<file path="config.mk">
export PLATFORM = sky130hd
export DESIGN_NAME = uart_frame_packer
export DESIGN_NICKNAME = d
export VERILOG_FILES = /design/src/rtl/uart_pkg.sv /design/src/rtl/uart_sample_fifo.sv /design/src/rtl/uart_frame_packer.sv
export SDC_FILE = /design/constraint.sdc
export NUM_CORES = 1
export LEC_CHECK = 0
export CAP_MARGIN = 20
export CELL_PAD_IN_SITES_DETAIL_PLACEMENT = 1
export CELL_PAD_IN_SITES_GLOBAL_PLACEMENT = 2
export CORE_MARGIN = 2
export CORE_UTILIZATION = 43
export DETAILED_ROUTE_END_ITERATION = 10
export GPL_TIMING_DRIVEN = 0
export MAX_ROUTING_LAYER = met4
export PLACE_DENSITY_LB_ADDON = 0.1
export SLEW_MARGIN = 20
export SYNTH_ARGS = -nofsm -noshare
export SYNTH_HDL_FRONTEND = slang
export SYNTH_HIERARCHICAL = 1
export SYNTH_SLANG_ARGS = --single-unit
</file>
<file path="constraint.sdc">
create_clock -name i_Clock -period 4.3 [get_ports i_Clock]
set_input_delay 0.645 -clock i_Clock [delete_from_list [all_inputs] [get_ports i_Clock]]
set_output_delay 0.645 -clock i_Clock [all_outputs]
set_load 0.005 [all_outputs]
</file>
<file path="src/rtl/uart_pkg.sv">
// Shared types and helpers for the UART frame packer.
package uart_pkg;

  // Packer sequencing states.
  typedef enum logic [1:0] {
    ST_IDLE      = 2'd0,
    ST_LOAD_BYTE = 2'd1,
    ST_WAIT_DONE = 2'd2
  } state_e;

  // First byte of every frame unless overridden at instantiation.
  localparam logic [7:0] DEFAULT_SYNC_BYTE = 8'hA5;

  // Width needed to index every byte of a frame (SYNC, SEQ, payload, CHK).
  function automatic int byte_idx_width(input int samples_per_frame);
    return $clog2(3 + 2 * samples_per_frame);
  endfunction

endpackage

</file>
<file path="src/rtl/uart_sample_fifo.sv">
// Synchronous sample FIFO: refuses pushes when full (even alongside a pop),
// ignores pops when empty, pointers wrap at DEPTH.
module uart_sample_fifo #(
  parameter int DEPTH = 8,
  parameter int WIDTH = 16
) (
  input  logic                     clk,
  input  logic                     rst,
  input  logic                     push,
  input  logic [WIDTH-1:0]         wr_data,
  input  logic                     pop,
  output logic [WIDTH-1:0]         rd_data,
  output logic [$clog2(DEPTH):0]   count,
  output logic                     full,
  output logic                     empty
);

  localparam int PTR_W = (DEPTH > 1) ? $clog2(DEPTH) : 1;
  localparam int CNT_W = $clog2(DEPTH) + 1;

  logic [PTR_W-1:0] wr_ptr_q, wr_ptr_d;
  logic [PTR_W-1:0] rd_ptr_q, rd_ptr_d;
  logic [CNT_W-1:0] count_q, count_d;
  logic [WIDTH-1:0] mem_q [DEPTH];
  logic             push_ok, pop_ok;

  function automatic logic [PTR_W-1:0] ptr_inc(input logic [PTR_W-1:0] p);
    return (p == PTR_W'(DEPTH - 1)) ? '0 : p + PTR_W'(1);
  endfunction

  assign full    = (count_q == CNT_W'(DEPTH));
  assign empty   = (count_q == '0);
  assign push_ok = push && !full;
  assign pop_ok  = pop && !empty;
  assign rd_data = mem_q[rd_ptr_q];
  assign count   = count_q;

  // Next pointer and occupancy values.
  always_comb begin
    // NOTE: every variable gets a default first so no path leaves it unassigned (no latch).
    wr_ptr_d = wr_ptr_q;
    rd_ptr_d = rd_ptr_q;
    count_d  = count_q;
    if (push_ok) wr_ptr_d = ptr_inc(wr_ptr_q);
    if (pop_ok)  rd_ptr_d = ptr_inc(rd_ptr_q);
    case ({push_ok, pop_ok})
      2'b10:   count_d = count_q + CNT_W'(1);
      2'b01:   count_d = count_q - CNT_W'(1);
      default: count_d = count_q;
    endcase
  end

  // Pointer and occupancy registers.
  always_ff @(posedge clk) begin
    // NOTE: non-blocking assignments so every flop samples pre-edge values.
    if (rst) begin
      wr_ptr_q <= '0;
      rd_ptr_q <= '0;
      count_q  <= '0;
    end else begin
      wr_ptr_q <= wr_ptr_d;
      rd_ptr_q <= rd_ptr_d;
      count_q  <= count_d;
    end
  end

  // Sample storage write port.
  always_ff @(posedge clk) begin
    // NOTE: storage is deliberately not reset; pointers and count decide which entries are valid.
    if (push_ok) mem_q[wr_ptr_q] <= wr_data;
  end

endmodule

</file>
<file path="src/rtl/uart_frame_packer.sv">
// Buffers 16-bit samples and emits framed bytes (SYNC, SEQ, MSB/LSB per
// sample, CHK) over the UART TX DV/Active/Done byte handshake.
module uart_frame_packer
  import uart_pkg::*;
#(
  parameter int         SAMPLES_PER_FRAME = 4,
  parameter int         FIFO_DEPTH        = 8,
  parameter logic [7:0] SYNC_BYTE         = DEFAULT_SYNC_BYTE
) (
  input  logic                          i_Clock,
  input  logic                          i_Rst,
  input  logic                          i_Sample_DV,
  input  logic [15:0]                   i_Sample,
  output logic                          o_Sample_Ready,
  output logic                          o_Drop,
  output logic                          o_TX_DV,
  output logic [7:0]                    o_TX_Byte,
  input  logic                          i_TX_Active,
  input  logic                          i_TX_Done,
  output logic                          o_Frame_Busy,
  output logic [$clog2(FIFO_DEPTH):0]   o_Fifo_Count
);

  localparam int IDX_W    = byte_idx_width(SAMPLES_PER_FRAME);
  localparam int LAST_IDX = 2 + 2 * SAMPLES_PER_FRAME;
  localparam int CNT_W    = $clog2(FIFO_DEPTH) + 1;

  state_e           state_q, state_d;
  logic [IDX_W-1:0] byte_idx_q, byte_idx_d, next_idx;
  logic [7:0]       seq_q, seq_d;
  logic [7:0]       chk_q, chk_d;
  logic [15:0]      sample_q, sample_d, pick;
  logic             tx_dv_q, tx_dv_d;
  logic [7:0]       tx_byte_q, tx_byte_d;
  logic             busy_q, busy_d;
  logic             drop_q, drop_d;
  logic             load_next;

  logic [15:0]      fifo_rd_data;
  logic [CNT_W-1:0] fifo_count;
  logic             fifo_full, fifo_empty, fifo_pop;

  function automatic logic is_payload(input logic [IDX_W-1:0] idx);
    return (idx >= IDX_W'(2)) && (idx < IDX_W'(LAST_IDX));
  endfunction

  uart_sample_fifo #(
    .DEPTH (FIFO_DEPTH),
    .WIDTH (16)
  ) u_fifo (
    .clk     (i_Clock),
    .rst     (i_Rst),
    .push    (i_Sample_DV),
    .wr_data (i_Sample),
    .pop     (fifo_pop),
    .rd_data (fifo_rd_data),
    .count   (fifo_count),
    .full    (fifo_full),
    .empty   (fifo_empty)
  );

  assign o_Sample_Ready = !fifo_full;
  assign o_Fifo_Count   = fifo_count;
  assign o_Drop         = drop_q;
  assign o_TX_DV        = tx_dv_q;
  assign o_TX_Byte      = tx_byte_q;
  assign o_Frame_Busy   = busy_q;

  // Frame sequencing: start, byte selection, checksum, sample pop.
  always_comb begin
    state_d    = state_q;
    byte_idx_d = byte_idx_q;
    seq_d      = seq_q;
    chk_d      = chk_q;
    sample_d   = sample_q;
    tx_dv_d    = 1'b0;
    tx_byte_d  = tx_byte_q;
    busy_d     = busy_q;
    drop_d     = i_Sample_DV && fifo_full;
    fifo_pop   = 1'b0;
    load_next  = 1'b0;
    next_idx   = byte_idx_q + IDX_W'(1);

    case (state_q)
      ST_IDLE: begin
        if ((fifo_count >= CNT_W'(SAMPLES_PER_FRAME)) && !i_TX_Active) begin
          load_next = 1'b1;
          next_idx  = '0;
          chk_d     = '0;
          busy_d    = 1'b1;
        end
      end
      ST_LOAD_BYTE: begin
        state_d = ST_WAIT_DONE;
        // SYNC and CHK itself are excluded from the running sum.
        if ((byte_idx_q != '0) && (byte_idx_q != IDX_W'(LAST_IDX)))
          chk_d = chk_q + tx_byte_q;
        // The head sample leaves the FIFO as its LSB is strobed.
        fifo_pop = is_payload(byte_idx_q) && byte_idx_q[0] && !fifo_empty;
      end
      ST_WAIT_DONE: begin
        if (i_TX_Done) begin
          if (byte_idx_q == IDX_W'(LAST_IDX)) begin
            state_d = ST_IDLE;
            busy_d  = 1'b0;
            seq_d   = seq_q + 8'd1;
          end else begin
            load_next = 1'b1;
          end
        end
      end
      default: state_d = ST_IDLE;
    endcase

    // MSB comes straight from the FIFO head (and is captured); LSB from the held copy.
    pick = (is_payload(next_idx) && !next_idx[0]) ? fifo_rd_data : sample_q;
    if (load_next) begin
      state_d    = ST_LOAD_BYTE;
      byte_idx_d = next_idx;
      tx_dv_d    = 1'b1;
      if (next_idx == '0)                      tx_byte_d = SYNC_BYTE;
      else if (next_idx == IDX_W'(1))          tx_byte_d = seq_q;
      else if (next_idx == IDX_W'(LAST_IDX))   tx_byte_d = chk_q;
      else if (!next_idx[0]) begin
        tx_byte_d = pick[15:8];
        sample_d  = pick;
      end else                                 tx_byte_d = pick[7:0];
    end
  end

  // Packer state registers.
  always_ff @(posedge i_Clock) begin
    if (i_Rst) begin
      state_q    <= ST_IDLE;
      byte_idx_q <= '0;
      seq_q      <= '0;
      chk_q      <= '0;
      sample_q   <= '0;
      tx_dv_q    <= 1'b0;
      tx_byte_q  <= '0;
      busy_q     <= 1'b0;
      drop_q     <= 1'b0;
    end else begin
      state_q    <= state_d;
      byte_idx_q <= byte_idx_d;
      seq_q      <= seq_d;
      chk_q      <= chk_d;
      sample_q   <= sample_d;
      tx_dv_q    <= tx_dv_d;
      tx_byte_q  <= tx_byte_d;
      busy_q     <= busy_d;
      drop_q     <= drop_d;
    end
  end

endmodule

</file>
* Yosys cells after proc, flatten, opt, wreduce, memory -nomap -nowiden
Memories as Yosys holds them, arrays and structs flattened. A register that Yosys moved wholly into a read port is not among the register bits. Cells that the tools add are included.
Storage, ports and cells: register bits after elaboration 59, bits in latches 0, bits in writable memories 128, memory bits (read-only) 0, input port bits 21, output and inout port bits 16, logic and storage cells 108, memories kept 1
Cells by class: $add $sub $neg 7, $mul 0, div/mod/pow operators 0, order comparisons 5, eq/ne operators 18, shift-type cells 0, mux-type cells 31, bitwise logic cells 5, reductions and logical operators 28
Memory list:
- u_fifo.mem_q | depth 8, bits a word 16, read ports 1, clocked after Yosys merged registers in 1, wr ports 1, RTL line uart_sample_fifo.sv:24 | logic [WIDTH-1:0] mem_q [DEPTH];
Operators with widths (count):
- 8-bit 2-to-1 mux | 6
- 16-bit 2-to-1 mux | 1
- 8-bit case mux with 2 select lines | 1
- 4-bit == test (second input constant) | 3
- 3-bit 2-to-1 mux | 4
- 3-bit AND reduction | 4
- 1-bit 2-to-1 mux | 11
- 1-bit logical AND | 10
- 2-bit inequality test (second input constant) | 5
- 4-bit by 1-bit adder with 4-bit output (second input constant) | 2
- 8-bit by 1-bit adder with 8-bit output (second input constant) | 1
- 8-bit adder | 1
- 4-bit by 2-bit greater-or-equal comparator with 1-bit output (second input constant) | 2
- 4-bit logical NOT | 2
- 4-bit < comparator (second input constant) | 2
- 4-bit 2-to-1 mux | 2
- 4-bit case mux with 2 select lines | 1
- 3-bit by 1-bit adder with 3-bit output (second input constant) | 2
- 3-bit == test (second input constant) | 2
- 3-bit inequality test (second input constant) | 2
- 2-bit case mux with 3 select lines | 1
- 2-bit nonzero test | 3
- 1-bit inverter | 5
- 5-bit AND reduction | 1
- other kinds (13) | 20

* Depth between registers and ports, before layout
depth after elaboration 12, mapped depth 15, gate-level depth less buffers 14

* Hierarchy
Netlist, hierarchy kept.
Modules (own cells, without submodules):
- uart_sample_fifo | instances 1, cells an instance 264, area each 5509.0 sq um, seq. area each 4103.9 sq um
- uart_frame_packer | instances 1, cells an instance 342, area each 2832.7 sq um, seq. area each 980.9 sq um

* Least setup slack after synthesis
Ideal clock, no wire load.
kind reg-to-reg, start point reg byte_idx_q[0], end point reg u_fifo.count_q[2], in the netlist u_fifo/count[2], arrival 2943 ps, path slack 1286 ps, stages on the path, launching flop included 16, buffers on the path 1, period minus slack after synthesis 3014 ps, path through dfxtp_1 clkbuf_1 inv_1 ha_1 or4_1 nand2_1 nor4_1 o41ai_2 inv_1 ha_1 xor2_1 ha_1 a21oi_1 xor2_1 or3_1 a21oi_1
Between the ends: word-level cells in the longest chain between the ends 8, elaborated cells between the ends (all ways) 11, those cells by class order compare (2); eq/ne (2); mux (2); reduce/logical (5)
RTL lines:
- start, declared | RTL line uart_frame_packer.sv:29 | logic [IDX_W-1:0] byte_idx_q, byte_idx_d, next_idx;
- start signal, assigned | RTL line uart_frame_packer.sv:145 | byte_idx_q <= byte_idx_d;
- 4-bit by 2-bit greater-or-equal comparator with 1-bit output / 4-bit < comparator (equally long branches) | RTL line uart_frame_packer.sv:44 | return (idx >= IDX_W'(2)) && (idx < IDX_W'(LAST_IDX));
- 1-bit logical AND | RTL line uart_frame_packer.sv:44
- 1-bit logical AND (*) (2 in series) | RTL line uart_frame_packer.sv:99 | fifo_pop = is_payload(byte_idx_q) && byte_idx_q[0] && !fifo_empty;
- 1-bit 2-to-1 mux (*) | RTL line uart_frame_packer.sv:84 | case (state_q)
- via fifo_pop | RTL line uart_frame_packer.sv:41 | logic fifo_full, fifo_empty, fifo_pop;
- 1-bit logical AND (*) | RTL line uart_sample_fifo.sv:34 | assign pop_ok = pop && !empty;
- 2-bit by 1-bit == test with 1-bit output / 2-bit == test (equally long branches) | RTL line uart_sample_fifo.sv:46 | case ({push_ok, pop_ok})
- 4-bit case mux with 2 select lines / 2-bit nonzero test (equally long branches)
- end signal, assigned | RTL line uart_sample_fifo.sv:63 | count_q <= count_d;
- end, declared | RTL line uart_sample_fifo.sv:23 | logic [CNT_W-1:0] count_q, count_d;
Mark *: on every way through the listed nets, which the timed path passes. The rest lies on a longest branch. A chain may end at the register's enable or synchronous reset.

* Worst setup path after layout
start point reg byte_idx_q[0], end point reg sample_q[4]
Between the ends: word-level cells in the longest chain between the ends 7, elaborated cells between the ends (all ways) 21, those cells by class add/sub (1); order compare (2); eq/ne (3); mux (6); bitwise (4); reduce/logical (5)
RTL lines:
- 4-bit by 1-bit adder with 4-bit output | RTL line uart_frame_packer.sv:82 | next_idx = byte_idx_q + IDX_W'(1);
- 4-bit 2-to-1 mux | RTL line uart_frame_packer.sv:86 | if ((fifo_count >= CNT_W'(SAMPLES_PER_FRAME)) && !i_TX_Active) begin
- 4-bit 2-to-1 mux | RTL line uart_frame_packer.sv:84
- 4-bit by 2-bit greater-or-equal comparator with 1-bit output / 4-bit < comparator (equally long branches) | RTL line uart_frame_packer.sv:44
- 1-bit logical AND | RTL line uart_frame_packer.sv:44
- 1-bit logical AND | RTL line uart_frame_packer.sv:116 | pick = (is_payload(next_idx) && !next_idx[0]) ? fifo_rd_data : sample_q;
- 16-bit 2-to-1 mux | RTL line uart_frame_packer.sv:116
- end signal, assigned | RTL line uart_frame_packer.sv:148 | sample_q <= sample_d;
- end, declared | RTL line uart_frame_packer.sv:32 | logic [15:0] sample_q, sample_d, pick;
Parallel ways exist; a longest one is shown, timed or not.

==> results by group <==
Setup path
  – Worst-path maximum fanout: 10
  – Crit-path cells: clkbuf_1 > inv_1 > ha_1 > clkbuf_1 > nand4bb_1 > o211ai_1 > xnor2_1 > and3_2 > buf_2 > buf_4 > mux2i_1 > nor2_1
  – Worst Setup SP: byte_idx_q[0]
  – Critical path class: flip-flop to flip-flop
  – CP Capture Type: flip-flop
  – Reg-to-Reg Start: byte_idx_q[0]
  – Worst Path Required: 4600 ps
  – Reg2reg end: sample_q[4]
  – Critical Path AT: 4010 ps
  – Crit path top cell by count: clkbuf_1
  – Crit-path max cell delay: between 400 and 500 ps
  – R2r setup slk: between 500 and 600 ps
  – Slowest CP cell: dfxtp_1
  – CP endpoint: sample_q[4]
  – Worst R2R Path Depth: 12
  – Critical Path Start Type: flip-flop

Logic synthesis
  – Syn. warnings: 6
  – Async SR Flop Fraction: 0%
  – Number of synthesized flops with an enable pin: 128
  – Post-Syn Area: roughly 0.0083 mm²
  – Synth Register Bits: 190
  – Syn Inst Count: 606
  – Dominant synthesized flop cell: edfxtp_1
  – Sequential area share after synthesis: between 60% and 70%
  – Mean Syn Cell Area: 13.8 µm²
  – Area leader, netlist: edfxtp_1
  – Netlist cell types: 72
  – Synth top area cells: edfxtp_1 (46%), dfxtp_1 (15%), mux4_2 (8.6%)
  – Mapped Nets: 646
  – Commonest cells in the netlist: edfxtp_1 (128), dfxtp_1 (62), nor2_1 (51), mux4_2 (32), a21oi_1 (31)
  – Most frequent cell after synthesis: edfxtp_1
  – Yosys top cell area share: a little under half

Cells and area
  – Finished Layout Cells: approximately 950
  – Syn-to-layout area delta: 16.8%
  – Antenna cells: 0
  – Post-layout util: between 50% and 60%
  – Nets: a little over 700
  – Layout cells sized above 1: 17.8%

Timing
  – Worst-Margin Slew: 1040 ps
  – RSZ-0062 raised after global routing: false
  – Final worst path period need: between 3000 and 4000 ps
  – Final period util: 86.4%
  – Clock skew: 8.44 ps
  – Rel. slew slack: 30.4%
  – Hold Violations, Final: 0
  – # setup viols final: 0
  – FMAX: 269 MHz
  – Final Max Slew Viols: 0
  – Setup ws final: 583 ps
  – Post-Route Setup TNS: 0 ps

Place
  – Routability cong.: roughly 0.8
  – Placed cells: a little over 900
  – Post-DP HPWL: 14700 µm
  – Pre-CTS setup slack: 663 ps
  – Port Buffers: 36

CTS
  – CTS Buf Count: 17
  – CTS clock-pin slew for the worst setup and hold paths: about 70 ps
  – Clock sink count: 190
  – CTS Hold Bufs: 0
  – Max Root-Sink Buffers: 2
  – CTS root buffer: clkbuf_16
  – CTS H-Tree Depth: 4
  – TritonCTS clock tree: yes
  – Post-CTS setup buffer count: 0
  – Cts repair resizes: 0
  – Skew-Pair Late Insertion Delay: about 430 ps

Power and ir drop
  – Worst vdd ir: 294 µV
  – Leakage power: 0.00327 µW
  – Tot Pwr: 3630 µW
  – P per Cell Area: 373 mW/mm²

Routing
  – Final WL: approximately 20000 µm
  – Initial DRC Count: 270
  – Drt pass-1 iters: 4
  – DR vias: 5276
  – Post-DR vias/cell: approximately 5.6
  – # DRC: 0
  – Detail Route Antenna Nets: 0
  – Routed len/inst: between 20 and 25 µm

Min path
  – Hold Path Depth: 2
  – Hold Path Class: flip-flop to flip-flop

Global routing
  – Gr ovfl total: 0
  – Vias in the first global route: 5521
  – GRT Resource Usage Total: 21.8%
  – Maximum number of pins on one net before global-route repair: 18
  – Initial antenna violation count: 0
  – Wire length of the first global-routing pass: 32200 µm

Outcome
  – Outcome: complete, no violations

Die
  – Die Ht: around 140 µm
  – Die Wd: 143 µm
  – CORE AREA: 0.0189 mm²
  – Die area: 0.0205 mm²
  – I/O pins: 37
  – Initial Util: 44.2%
  – Row count: 50

Flow run
  – Max-Cap Viols: 0
## per-layer routing
layer	wire, µm	track usage (%)	vias to the layer above
met5	0	-	-
met4	435	7.22	0
met3	634	3.12	31
met2	10500	37.4	109
met1	8610	26.8	2664
li1	-	-	2472
## stage by stage
step                hold WS [ps]  area, µm²
finish                       495       9740
floorplan                    454       8340
CTS                          499       9740
global placement             469       9030
global route                 520       9740
detailed placement           487       9190
## cells in the final DEF (no fill, tap or decap), types with 10 or more instances in the layout
cell and instances:
edfxtp_1 128, dfxtp_1 62, nor2_1 48, clkdlybuf4s50_1 36
mux4_2 32, a21oi_1 31, nand2_1 30, nor3_1 19
mux2i_1 19, clkbuf_1 18, ha_1 18, clkbuf_16 17
mux2_2 16, nand3_1 15, o21ai_0 14, xor2_1 13
inv_1 11, buf_2 11, buf_6 10
## kinds of logic (layout without fill, tap and decap cells)
kind of cell,Yosys count,after routing,synth area share (%)
AOI/OAI and AO/OA,90,90,7.44
xor gates and xnor gates,21,21,2.20
buffers and inverters,46,127,2.59
muxes,68,68,13.2
and+or+nand+nor,172,172,10.6
adders and majority gates,19,19,2.94
DFF,190,190,61.0
## critical path: cells and delay by family, from the launching register on
family / cells / cell delay [ps]
flops: 1 / 420
fa+ha+maj: 1 / 360
compound gates: 1 / 170
mux: 1 / 230
xor+xnor: 1 / 360
simple gates: 3 / 520
buf+inv: 5 / 1510
## flip-flops by register name (all words and copies together), names as in the netlist, named ones only
register and cells:
byte_idx_q 4, chk_q 8, o_Drop 1, o_Frame_Busy 1, o_TX_Byte 8, o_TX_DV 1
sample_q 16, seq_q 8, state_q 2, u_fifo/count 4, u_fifo/mem_q 128, u_fifo/rd_ptr_q 3
u_fifo/wr_ptr_q 3
## layout make-up
type	count	area, µm²
Multi-Input combinational cell	370	3080
Clock buffer	19	433
Inverter	11	41.3
Buffer	35	175
Tap cell	260	325
Clock inverter	12	123
Timing Repair Buffer	50	480
Fill cell	1906	9150
Sequential cell	190	5080
## power breakdown
part	leakage (µW)	internal (µW)	total [µW]	switching [µW]
Clock	0.000269	811	1510	701
Sequential	0.00166	1980	1990	12.3
Combinational	0.00134	58.0	133	74.6
Total	0.00327	2840	3630	788
## worst min-delay path by stage
stage	slack [ps]	to	startpoint
6_report	500	o_Frame_Busy	o_Frame_Busy
5_1_grt	520	chk_q[2]	chk_q[2]
3_5_place_dp	490	u_fifo/rd_ptr_q[2]	u_fifo/rd_ptr_q[2]
3_3_place_gp	470	o_TX_Byte[4]	o_TX_Byte[4]
2_1_floorplan	450	sample_q[6]	sample_q[6]
4_1_cts	500	o_TX_Byte[4]	o_TX_Byte[4]
Note: power is estimated with default switching activity, not from simulation.
